**src/rtl/uart_pkg.sv**
```systemverilog
// Shared types and constants for the buffered UART transmitter.
//   tx_state_t : transmit FSM state encoding
//   PAR_EVEN/PAR_ODD : parity sense values for the ohel input
//   KMIN : smallest usable bit period in clk cycles
//   parity_bit : parity of the data bits actually sent, folded with ohel
package uart_pkg;

  typedef enum logic [2:0] {
    IDLE,
    START,
    DATA,
    PARITY,
    STOP1,
    STOP2
  } tx_state_t;

  localparam logic PAR_EVEN = 1'b0;
  localparam logic PAR_ODD  = 1'b1;

  localparam int KMIN = 2;

  // Bit 7 does not take part in 7-bit frames, so it is masked off first.
  function automatic logic parity_bit(input logic [7:0] d,
                                      input logic       eight,
                                      input logic       ohel);
    logic [7:0] m;
    m = eight ? d : {1'b0, d[6:0]};
    return (^m) ^ (ohel == PAR_ODD);
  endfunction

endpackage

```
**src/rtl/sync_fifo.sv**
```systemverilog
// Single-clock FIFO with registered occupancy count.
//   clk, rst   : clock, synchronous active-low reset
//   push, din  : write strobe and data; dropped when full unless a pop
//                happens in the same cycle
//   pop, dout  : read strobe (ignored when empty) and head-of-queue data
//   full, empty, count : occupancy status
module sync_fifo #(
  parameter  int WIDTH = 8,
  parameter  int DEPTH = 16,
  localparam int AW    = $clog2(DEPTH),
  localparam int CW    = AW + 1
) (
  input  logic             clk,
  input  logic             rst,
  input  logic             push,
  input  logic [WIDTH-1:0] din,
  input  logic             pop,
  output logic [WIDTH-1:0] dout,
  output logic             full,
  output logic             empty,
  output logic [CW-1:0]    count
);

  logic [WIDTH-1:0] r_mem [DEPTH];
  logic [AW-1:0]    r_wr_ptr;
  logic [AW-1:0]    r_rd_ptr;
  logic [CW-1:0]    r_count;

  logic w_pop;
  logic w_push;

  assign full  = (r_count == CW'(DEPTH));
  assign empty = (r_count == '0);
  assign count = r_count;
  assign dout  = r_mem[r_rd_ptr];

  // When full, a same-cycle pop frees the slot the push will use.
  assign w_pop  = pop & ~empty;
  assign w_push = push & (~full | w_pop);

  always_ff @(posedge clk) begin
    if (w_push) r_mem[r_wr_ptr] <= din;
  end

  // DEPTH is a power of two, so the pointers wrap naturally.
  always_ff @(posedge clk) begin
    if (!rst) begin
      r_wr_ptr <= '0;
      r_rd_ptr <= '0;
      r_count  <= '0;
    end else begin
      if (w_push) r_wr_ptr <= r_wr_ptr + AW'(1);
      if (w_pop)  r_rd_ptr <= r_rd_ptr + AW'(1);
      case ({w_push, w_pop})
        2'b10:   r_count <= r_count + CW'(1);
        2'b01:   r_count <= r_count - CW'(1);
        default: r_count <= r_count;
      endcase
    end
  end

endmodule

```
**src/rtl/uart_tx_buffered.sv**
```systemverilog
// Buffered UART transmitter: write-strobed FIFO feeding a framing FSM with
// 7/8 data bits, optional parity and 1/2 stop bits, plus TXRDY interrupt
// and sticky overflow flags.
//   clk, rst         : clock, synchronous active-low reset
//   write, din       : push strobe and byte
//   eight, pen, ohel, stop2 : frame format, latched at frame start
//   k                : bit period in clk cycles (values below 2 act as 2)
//   int_ack, clr_err : clear interrupt / overflow (set wins on collision)
//   tx               : serial line, idles high
//   txrdy, fifo_empty, fifo_count, busy, interrupt, overflow : status
//
// state  | meaning
// IDLE   | line high; pops the FIFO head whenever it is non-empty
// START  | start bit (low) for keff cycles
// DATA   | data bits LSB first, 7 or 8 of them
// PARITY | parity bit, only when pen was set at frame start
// STOP1  | first stop bit (high)
// STOP2  | second stop bit, only when stop2 was set at frame start
module uart_tx_buffered
  import uart_pkg::*;
#(
  parameter int FIFO_DEPTH = 16,
  parameter int K_WIDTH    = 19,
  parameter int CNT_W      = $clog2(FIFO_DEPTH) + 1
) (
  input  logic               clk,
  input  logic               rst,
  input  logic               write,
  input  logic [7:0]         din,
  input  logic               eight,
  input  logic               pen,
  input  logic               ohel,
  input  logic               stop2,
  input  logic [K_WIDTH-1:0] k,
  input  logic               int_ack,
  input  logic               clr_err,
  output logic               tx,
  output logic               txrdy,
  output logic               fifo_empty,
  output logic [CNT_W-1:0]   fifo_count,
  output logic               busy,
  output logic               interrupt,
  output logic               overflow
);

  logic             w_full;
  logic             w_empty;
  logic [7:0]       w_dout;
  logic [CNT_W-1:0] w_count;
  logic             w_pop;
  logic             w_drop;
  logic             w_txrdy_rise;
  logic [K_WIDTH-1:0] w_keff;

  tx_state_t          r_state;
  logic               r_tx;
  logic [K_WIDTH-1:0] r_cnt;
  logic [K_WIDTH-1:0] r_keff;
  logic [7:0]         r_shift;
  logic [2:0]         r_bits_left;
  logic               r_eight;
  logic               r_pen;
  logic               r_stop2;
  logic               r_par;
  logic               r_txrdy;
  logic               r_txrdy_d;
  logic               r_int;
  logic               r_ovf;

  sync_fifo #(
    .WIDTH (8),
    .DEPTH (FIFO_DEPTH)
  ) u_fifo (
    .clk   (clk),
    .rst   (rst),
    .push  (write),
    .din   (din),
    .pop   (w_pop),
    .dout  (w_dout),
    .full  (w_full),
    .empty (w_empty),
    .count (w_count)
  );

  assign w_pop  = (r_state == IDLE) && !w_empty;
  assign w_drop = write && w_full && !w_pop;
  assign w_keff = (k < K_WIDTH'(KMIN)) ? K_WIDTH'(KMIN) : k;

  // Every non-idle state holds tx for r_keff cycles via the down-counter;
  // tx is registered so the line changes exactly on the state transition.
  always_ff @(posedge clk) begin
    if (!rst) begin
      r_state     <= IDLE;
      r_tx        <= 1'b1;
      r_cnt       <= '0;
      r_keff      <= K_WIDTH'(KMIN);
      r_shift     <= '0;
      r_bits_left <= '0;
      r_eight     <= 1'b1;
      r_pen       <= 1'b0;
      r_stop2     <= 1'b0;
      r_par       <= 1'b0;
    end else begin
      unique case (r_state)
        IDLE: begin
          r_tx <= 1'b1;
          if (!w_empty) begin
            r_state <= START;
            r_tx    <= 1'b0;
            r_shift <= w_dout;
            r_keff  <= w_keff;
            r_cnt   <= w_keff - K_WIDTH'(1);
            r_eight <= eight;
            r_pen   <= pen;
            r_stop2 <= stop2;
            r_par   <= parity_bit(w_dout, eight, ohel);
          end
        end
        default: begin
          if (r_cnt != '0) begin
            r_cnt <= r_cnt - K_WIDTH'(1);
          end else begin
            r_cnt <= r_keff - K_WIDTH'(1);
            case (r_state)
              START: begin
                r_state     <= DATA;
                r_tx        <= r_shift[0];
                // bits still to send after the one now on the line
                r_bits_left <= r_eight ? 3'd7 : 3'd6;
              end
              DATA: begin
                if (r_bits_left != 3'd0) begin
                  r_shift     <= {1'b0, r_shift[7:1]};
                  r_tx        <= r_shift[1];
                  r_bits_left <= r_bits_left - 3'd1;
                end else if (r_pen) begin
                  r_state <= PARITY;
                  r_tx    <= r_par;
                end else begin
                  r_state <= STOP1;
                  r_tx    <= 1'b1;
                end
              end
              PARITY: begin
                r_state <= STOP1;
                r_tx    <= 1'b1;
              end
              STOP1: begin
                r_state <= r_stop2 ? STOP2 : IDLE;
                r_tx    <= 1'b1;
              end
              default: begin
                r_state <= IDLE;
                r_tx    <= 1'b1;
              end
            endcase
          end
        end
      endcase
    end
  end

  // txrdy resets high; the delayed copy also resets high so reset itself
  // never looks like a rising edge.
  assign w_txrdy_rise = r_txrdy && !r_txrdy_d;

  always_ff @(posedge clk) begin
    if (!rst) begin
      r_txrdy   <= 1'b1;
      r_txrdy_d <= 1'b1;
      r_int     <= 1'b0;
      r_ovf     <= 1'b0;
    end else begin
      r_txrdy   <= (w_count != CNT_W'(FIFO_DEPTH));
      r_txrdy_d <= r_txrdy;
      if (w_txrdy_rise) r_int <= 1'b1;
      else if (int_ack) r_int <= 1'b0;
      if (w_drop)       r_ovf <= 1'b1;
      else if (clr_err) r_ovf <= 1'b0;
    end
  end

  assign tx         = r_tx;
  assign txrdy      = r_txrdy;
  assign fifo_empty = w_empty;
  assign fifo_count = w_count;
  assign busy       = (r_state != IDLE);
  assign interrupt  = r_int;
  assign overflow   = r_ovf;

endmodule

```
**config.mk**
```make
export PLATFORM = sky130hd
export DESIGN_NAME = uart_tx_buffered
export DESIGN_NICKNAME = d
export VERILOG_FILES = /design/src/rtl/uart_pkg.sv /design/src/rtl/sync_fifo.sv /design/src/rtl/uart_tx_buffered.sv
export SDC_FILE = /design/constraint.sdc
export NUM_CORES = 1
export LEC_CHECK = 0
export ABC_AREA = 1
export CAP_MARGIN = 30
export CORE_ASPECT_RATIO = 1.25
export CORE_MARGIN = 1
export CORE_UTILIZATION = 55
export DETAILED_ROUTE_END_ITERATION = 12
export GPL_TIMING_DRIVEN = 0
export PLACE_DENSITY = 0.84
export REMOVE_ABC_BUFFERS = 1
export SLEW_MARGIN = 20
export SYNTH_ARGS = -nofsm -noshare
export SYNTH_HDL_FRONTEND = slang
export SYNTH_HIERARCHICAL = 1
export SYNTH_SLANG_ARGS = --single-unit
```
**constraint.sdc**
```tcl
create_clock -name clk -period 6.1 [get_ports clk]
set_clock_uncertainty 0.15 [all_clocks]
set_input_delay 0.61 -clock clk [delete_from_list [all_inputs] [get_ports clk]]
set_output_delay 0.61 -clock clk [all_outputs]
set_load 0.1 [all_outputs]
```
Yosys cells after proc, flatten, opt, wreduce, memory -nomap -nowiden
Memories as Yosys holds them, arrays and structs flattened. A register that Yosys moved wholly into a read port is not among the register bits.
Index checks and enable logic that the tools add are counted.
Storage, ports and cells
  memories kept: 1
  register bits: 74
  RAM bits: 128
Memory list
  u_fifo.r_mem: depth 16, bits a word 8, rd ports 1, clocked after memory_dff 1, write ports 1, RTL line sync_fifo.sv:24  | logic [WIDTH-1:0] r_mem [DEPTH];
Operators by class
  eq/ne operators: 12
  multiplexer cells: 35
  $add $sub $neg: 8
  reduce and logical (&&, ||, !) cells: 23
  bitwise logic cells: 8
  magnitude comparators: 1
Operators with widths (number)
  $mux 19: 4
  $sub 19x1->19 const B: 3
  $mux 8: 6
  $mux 3: 7
  $lt 19x2->1 const B: 1
  $reduce_bool 19->1: 1
  $mux 1: 12
  $pmux 3 s4: 1
  $reduce_bool 2->1: 6
  $pmux 5 s2: 1
  $add 4x1->4 const B: 2
  $mux 4: 2
  $reduce_and 4->1: 2
  $reduce_xor 8->1: 1
  $eq 3x2->1 const B: 2
  $ne 2x2->1 const B: 3
  $pmux 3 s2: 1
  $reduce_bool 3->1: 2
  $add 5x1->5 const B: 1
  $eq 5x5->1 const B: 1
  $logic_not 5->1: 1
  $ne 5x5->1 const B: 1
  $sub 5x1->5 const B: 1
  $logic_and 1x1->1: 4
  15 further kinds: 21

Logic depth before layout (Yosys ltp)
  depth in word-level cells: 8
  gate-level depth with buffers: 20
  mapped depth without buffers: 19

Hierarchy
Netlist, hierarchy kept.
By module, submodules not included
  sync_fifo: cells each 540, area an instance 6211.0 µm², instances 1
  uart_tx_buffered: cells each 557, area an instance 3594.7 µm², instances 1

Least setup slack after synthesis
OpenSTA, ideal clock, no wires.
  path kind: register to register
  from: reg u_fifo.r_count[4] (netlist: u_fifo/count[4])
  to: reg u_fifo.r_count[4] (netlist: u_fifo/count[4])
  required time: 5.831 ns
  period minus slack after synthesis: 4.127 ns
  library setup time: 0.119 ns
  data arrival time: 3.857 ns
  path slack: 1.973 ns
  stages on the path, launching flop included: 13
  cells stage by stage: dfxtp_1 inv_1 nand3_4 inv_1 nor2_1 clkbuf_1 nand3_2 fa_1 o21ai_0 a21o_1 nand2_1 a21oi_1 nor2_1
Between the ends
  word-level cells in the longest chain between the ends: 8
RTL lines
  start, declared: RTL line sync_fifo.sv:27  | logic [CW-1:0] r_count;
  start signal, assigned: RTL line sync_fifo.sv:55  | 2'b10: r_count <= r_count + CW'(1);
  start signal, assigned: RTL line sync_fifo.sv:56  | 2'b01: r_count <= r_count - CW'(1);
  start signal, assigned: RTL line sync_fifo.sv:57  | default: r_count <= r_count;
  $logic_not 5->1 (*): RTL line sync_fifo.sv:33  | assign empty = (r_count == '0);
  named net fifo_empty: RTL line uart_tx_buffered.sv:39  | output logic fifo_empty,
  $logic_not 1->1 (*)
  $logic_and 1x1->1 (*): RTL line uart_tx_buffered.sv:85  | assign w_pop = (r_state == IDLE) && !w_empty;
  named net w_pop: RTL line uart_tx_buffered.sv:50  | logic w_pop;
  $and 1x1->1 (*): RTL line sync_fifo.sv:38  | assign w_pop = pop & ~empty;
  $or 1x1->1: RTL line sync_fifo.sv:39  | assign w_push = push & (~full | w_pop);
  $and 1x1->1: RTL line sync_fifo.sv:39
  $eq 2x1->1 or $eq 2x2->1 (tied branches): RTL line sync_fifo.sv:54  | case ({w_push, w_pop})
  $pmux 5 s2 or $reduce_bool 2->1 (tied branches)
The timed path passes the listed nets; every way through them passes the cells marked *.
A chain may end at the register's enable or synchronous reset.

Worst setup path after layout
  from: reg r_state[1]
  to: out busy
Between the ends
  word-level cells in the longest chain between the ends: 1
RTL lines
  start, declared: RTL line uart_tx_buffered.sv:55  | tx_state_t r_state;
  start signal, assigned: RTL line uart_tx_buffered.sv:149  | r_state <= r_stop2 ? STOP2 : IDLE;
  $reduce_bool 3->1: RTL line uart_tx_buffered.sv:187  | assign busy = (r_state != IDLE);
  end, declared: RTL line uart_tx_buffered.sv:41  | output logic busy,
No other way between the ends.

==> flow_metrics.env <==
export IMPL_status="completed"
export IMPL_antenna_left=0
export IMPL_rows=54
export IMPL_critPathMaxFanout=37
export IMPL_core_area_sq_um=17400
export IMPL_relSlewSlack_pct=34.0
export IMPL_via_count=7626
export IMPL_fin_tns_setup_ps=0
export IMPL_synth_seq_cells=206
export IMPL_layout_min_cycle_time_ps=3400
export IMPL_initial_utilization_pct=56.3
export IMPL_clk_pin_slew_ps=60
export IMPL_drtIter0Drc=671
export IMPL_area_growth_syn_to_layout_pct=13.3
export IMPL_end_kind="output pin"
export IMPL_ys_seq_area_share_pct=55.1
export IMPL_finalNetCount=1173
export IMPL_postCtsSetupRepairBufs=0
export IMPL_hold_viol=0
export IMPL_clk_latency_ps=500
export IMPL_synth_async_reset_ratio_pct=0
export IMPL_viasPerCell=5.60
export IMPL_antenna_cells=0
export IMPL_grt_max_degree=74
export IMPL_grtUsageTotal_pct=24.5
export IMPL_first_pass_iters=6
export IMPL_cts_tree="yes"
export IMPL_cts_resized=0
export IMPL_start_kind="flop"
export IMPL_synthCells=1097
export IMPL_drc=0
export IMPL_grt_pass1_wl_mm=34.9
export IMPL_min_from="r_shift[7]$_SDFFE_PN0P_"
export IMPL_fp_dieW_um=121
export IMPL_die_area_sq_um=18400
export IMPL_rsz0062_at_grt="no"
export IMPL_clock_fmax_mhz=294
export IMPL_postCtsHoldBufs=0
export IMPL_worst_slew_pin_slew_ps=987
export IMPL_synth_edf_count=128
export IMPL_arrival_ps=2640
export IMPL_critPathRequiredTime_ps=5340
export IMPL_dpl_hpwl_mm=14.7
export IMPL_p_leak_nw=4.43
export IMPL_startpoint="r_state[1]$_SDFFE_PN0P_"
export IMPL_synth_top_area_share_pct=39.2
export IMPL_die_h_um=151
export IMPL_p_total_mw=5.35
export IMPL_antenna_found_initial=0
export IMPL_avgSynthCellArea_sq_um=8.94
export IMPL_slew_viol_final=0
export IMPL_place_gp_congestion=0.880
export IMPL_cts_buffer_depth=3
export IMPL_synth_flop_cell="edfxtp_1"
export IMPL_power_density_nw_per_um2=482
export IMPL_numPortBuffers=46
export IMPL_ys_types=46
export IMPL_ios=47
export IMPL_ys_top_cells_by_area="edfxtp_1 (39%), dfxtp_1 (16%), nand2_1 (7.2%)"
export IMPL_clock_sinks=206
export IMPL_wl_per_cell_um=16.3
export IMPL_r2r_start="r_state[0]$_SDFFE_PN0P_"
export IMPL_drive_gt1_share_pct=8.17
export IMPL_htreeDepth=1
export IMPL_synth_top_cell_by_area="edfxtp_1"
export IMPL_worstSetupPathType="reg2out"
export IMPL_synth_area_sq_um=9810
export IMPL_maxCapViolations=0
export IMPL_min_path_type="reg2reg"
export IMPL_period_share_pct=55.7
export IMPL_grt_pass1_vias=7266
export IMPL_gr_total_overflow=0
export IMPL_vdd_drop_max_mv=0.264
export IMPL_root_buffer="clkbuf_16"
export IMPL_numCtsBuffers=21
export IMPL_setup_violations=0
export IMPL_synth_warning_count=6
export IMPL_wirelength_mm=22.2
synthesized netlist by cell type (3+ instances only):
cell / count
inv_1: 150
nand2_4: 3
nand3_4: 3
nand3_2: 8
o21ai_1: 8
buf_6: 6
a21oi_1: 74
nand3_1: 103
dfxtp_1: 78
inv_2: 8
nand2_1: 189
o21ai_0: 76
edfxtp_1: 128
ha_1: 11
nor2_2: 9
nor2_1: 106
nand4_1: 3
clkbuf_1: 15
nor2_4: 11
buf_2: 22
xor2_1: 8
a31oi_1: 6
xnor2_1: 6
nand2_2: 6
o211ai_1: 32
per-stage QoR:
step                      area (sq um)  hold slack (ps)  utilization, %  cells  worst slack (ps)
final                            11100              313            63.7   1363              2700
after global routing             11100              329            63.7   1363              2550
after CTS                        11100              314            63.7   1363              2710
after detailed placement         10400              305            59.7   1326              2470
after global placement           10300              300            59.1   1322              1190
after floorplan                   9560              274               -   1052              1360
worst paths after layout:
path	endpoint	slack (ps)	cells after the start
max	busy	2700	3
min reg2reg	r_shift[7]$_SDFFE_PN0P_	310	2
min	r_shift[7]$_SDFFE_PN0P_	310	2
max reg2reg	r_cnt[18]$_SDFFE_PN0P_	2770	17
metal layers:
metal	global-route usage (%)	up-vias	share of wire (%)	wire length, um
li1	-	3712	-	-
met1	27.2	3634	38	8520
met2	45.3	220	53	11700
met3	3.43	60	4.2	938
met4	12.5	0	4.6	1030
met5	0	-	0	0
power breakdown:
group          total [mW]  switching, mW  internal (mW)  leakage (nW)
combinational        2.15           1.44          0.708          2.28
clock                1.30          0.522          0.781         0.347
sequential           1.90          0.219           1.68          1.80
total                5.35           2.18           3.16          4.43
sequential cells by signal, summed over array words and instances, names as in the netlist, 3 cells and up, named ones only:
name	count
u_fifo/r_mem	128
r_cnt	19
r_keff	19
r_shift	8
u_fifo/count	5
u_fifo/r_rd_ptr	4
u_fifo/r_wr_ptr	4
r_bits_left	3
r_state	3
logic make-up after synthesis:
family                   synth area share [%]
AND/OR/NAND/NOR                          21.1
AO/OA/AOI/OAI                            12.4
flip-flops                               55.1
buffers and inverters                    8.55
XOR/XNOR                                 1.25
adder cells (fa/ha/maj)                  1.61
cells in the final DEF, fill, tap and decap left out, drive strengths merged, types with 2 or more instances in the layout:
cell	synthesis	layout
ha	11	11
nor3	2	2
nand4	3	3
o22ai	2	2
clkbuf	15	25
a211oi	2	2
a21oi	75	75
inv	158	159
or2	2	2
nor2	126	126
nand3	114	114
nand2	198	198
clkinv	1	9
buf	30	5
a31oi	6	6
o211ai	34	34
dfxtp	78	78
nand3b	2	2
o221ai	2	2
clkdlybuf4s50	0	45
xor2	8	8
o21ai	85	85
edfxtp	128	128
bufinv	0	3
xnor2	6	6
area by class of cell:
class / instances / area, sq um
fill: 1362 / 6320
timing repair buffer: 50 / 553
clock inverter: 12 / 135
sequential: 206 / 5410
clock buffer: 25 / 561
multi-input combinational: 687 / 3570
tap: 224 / 280
inverter: 159 / 597
critical path: stages (launching register included):
cell and delay, ps:
dfxtp_1 430, inv_2 90, nand2_4 380, clkdlybuf4s50_1 1220
(Power assumes the default switching activity.)
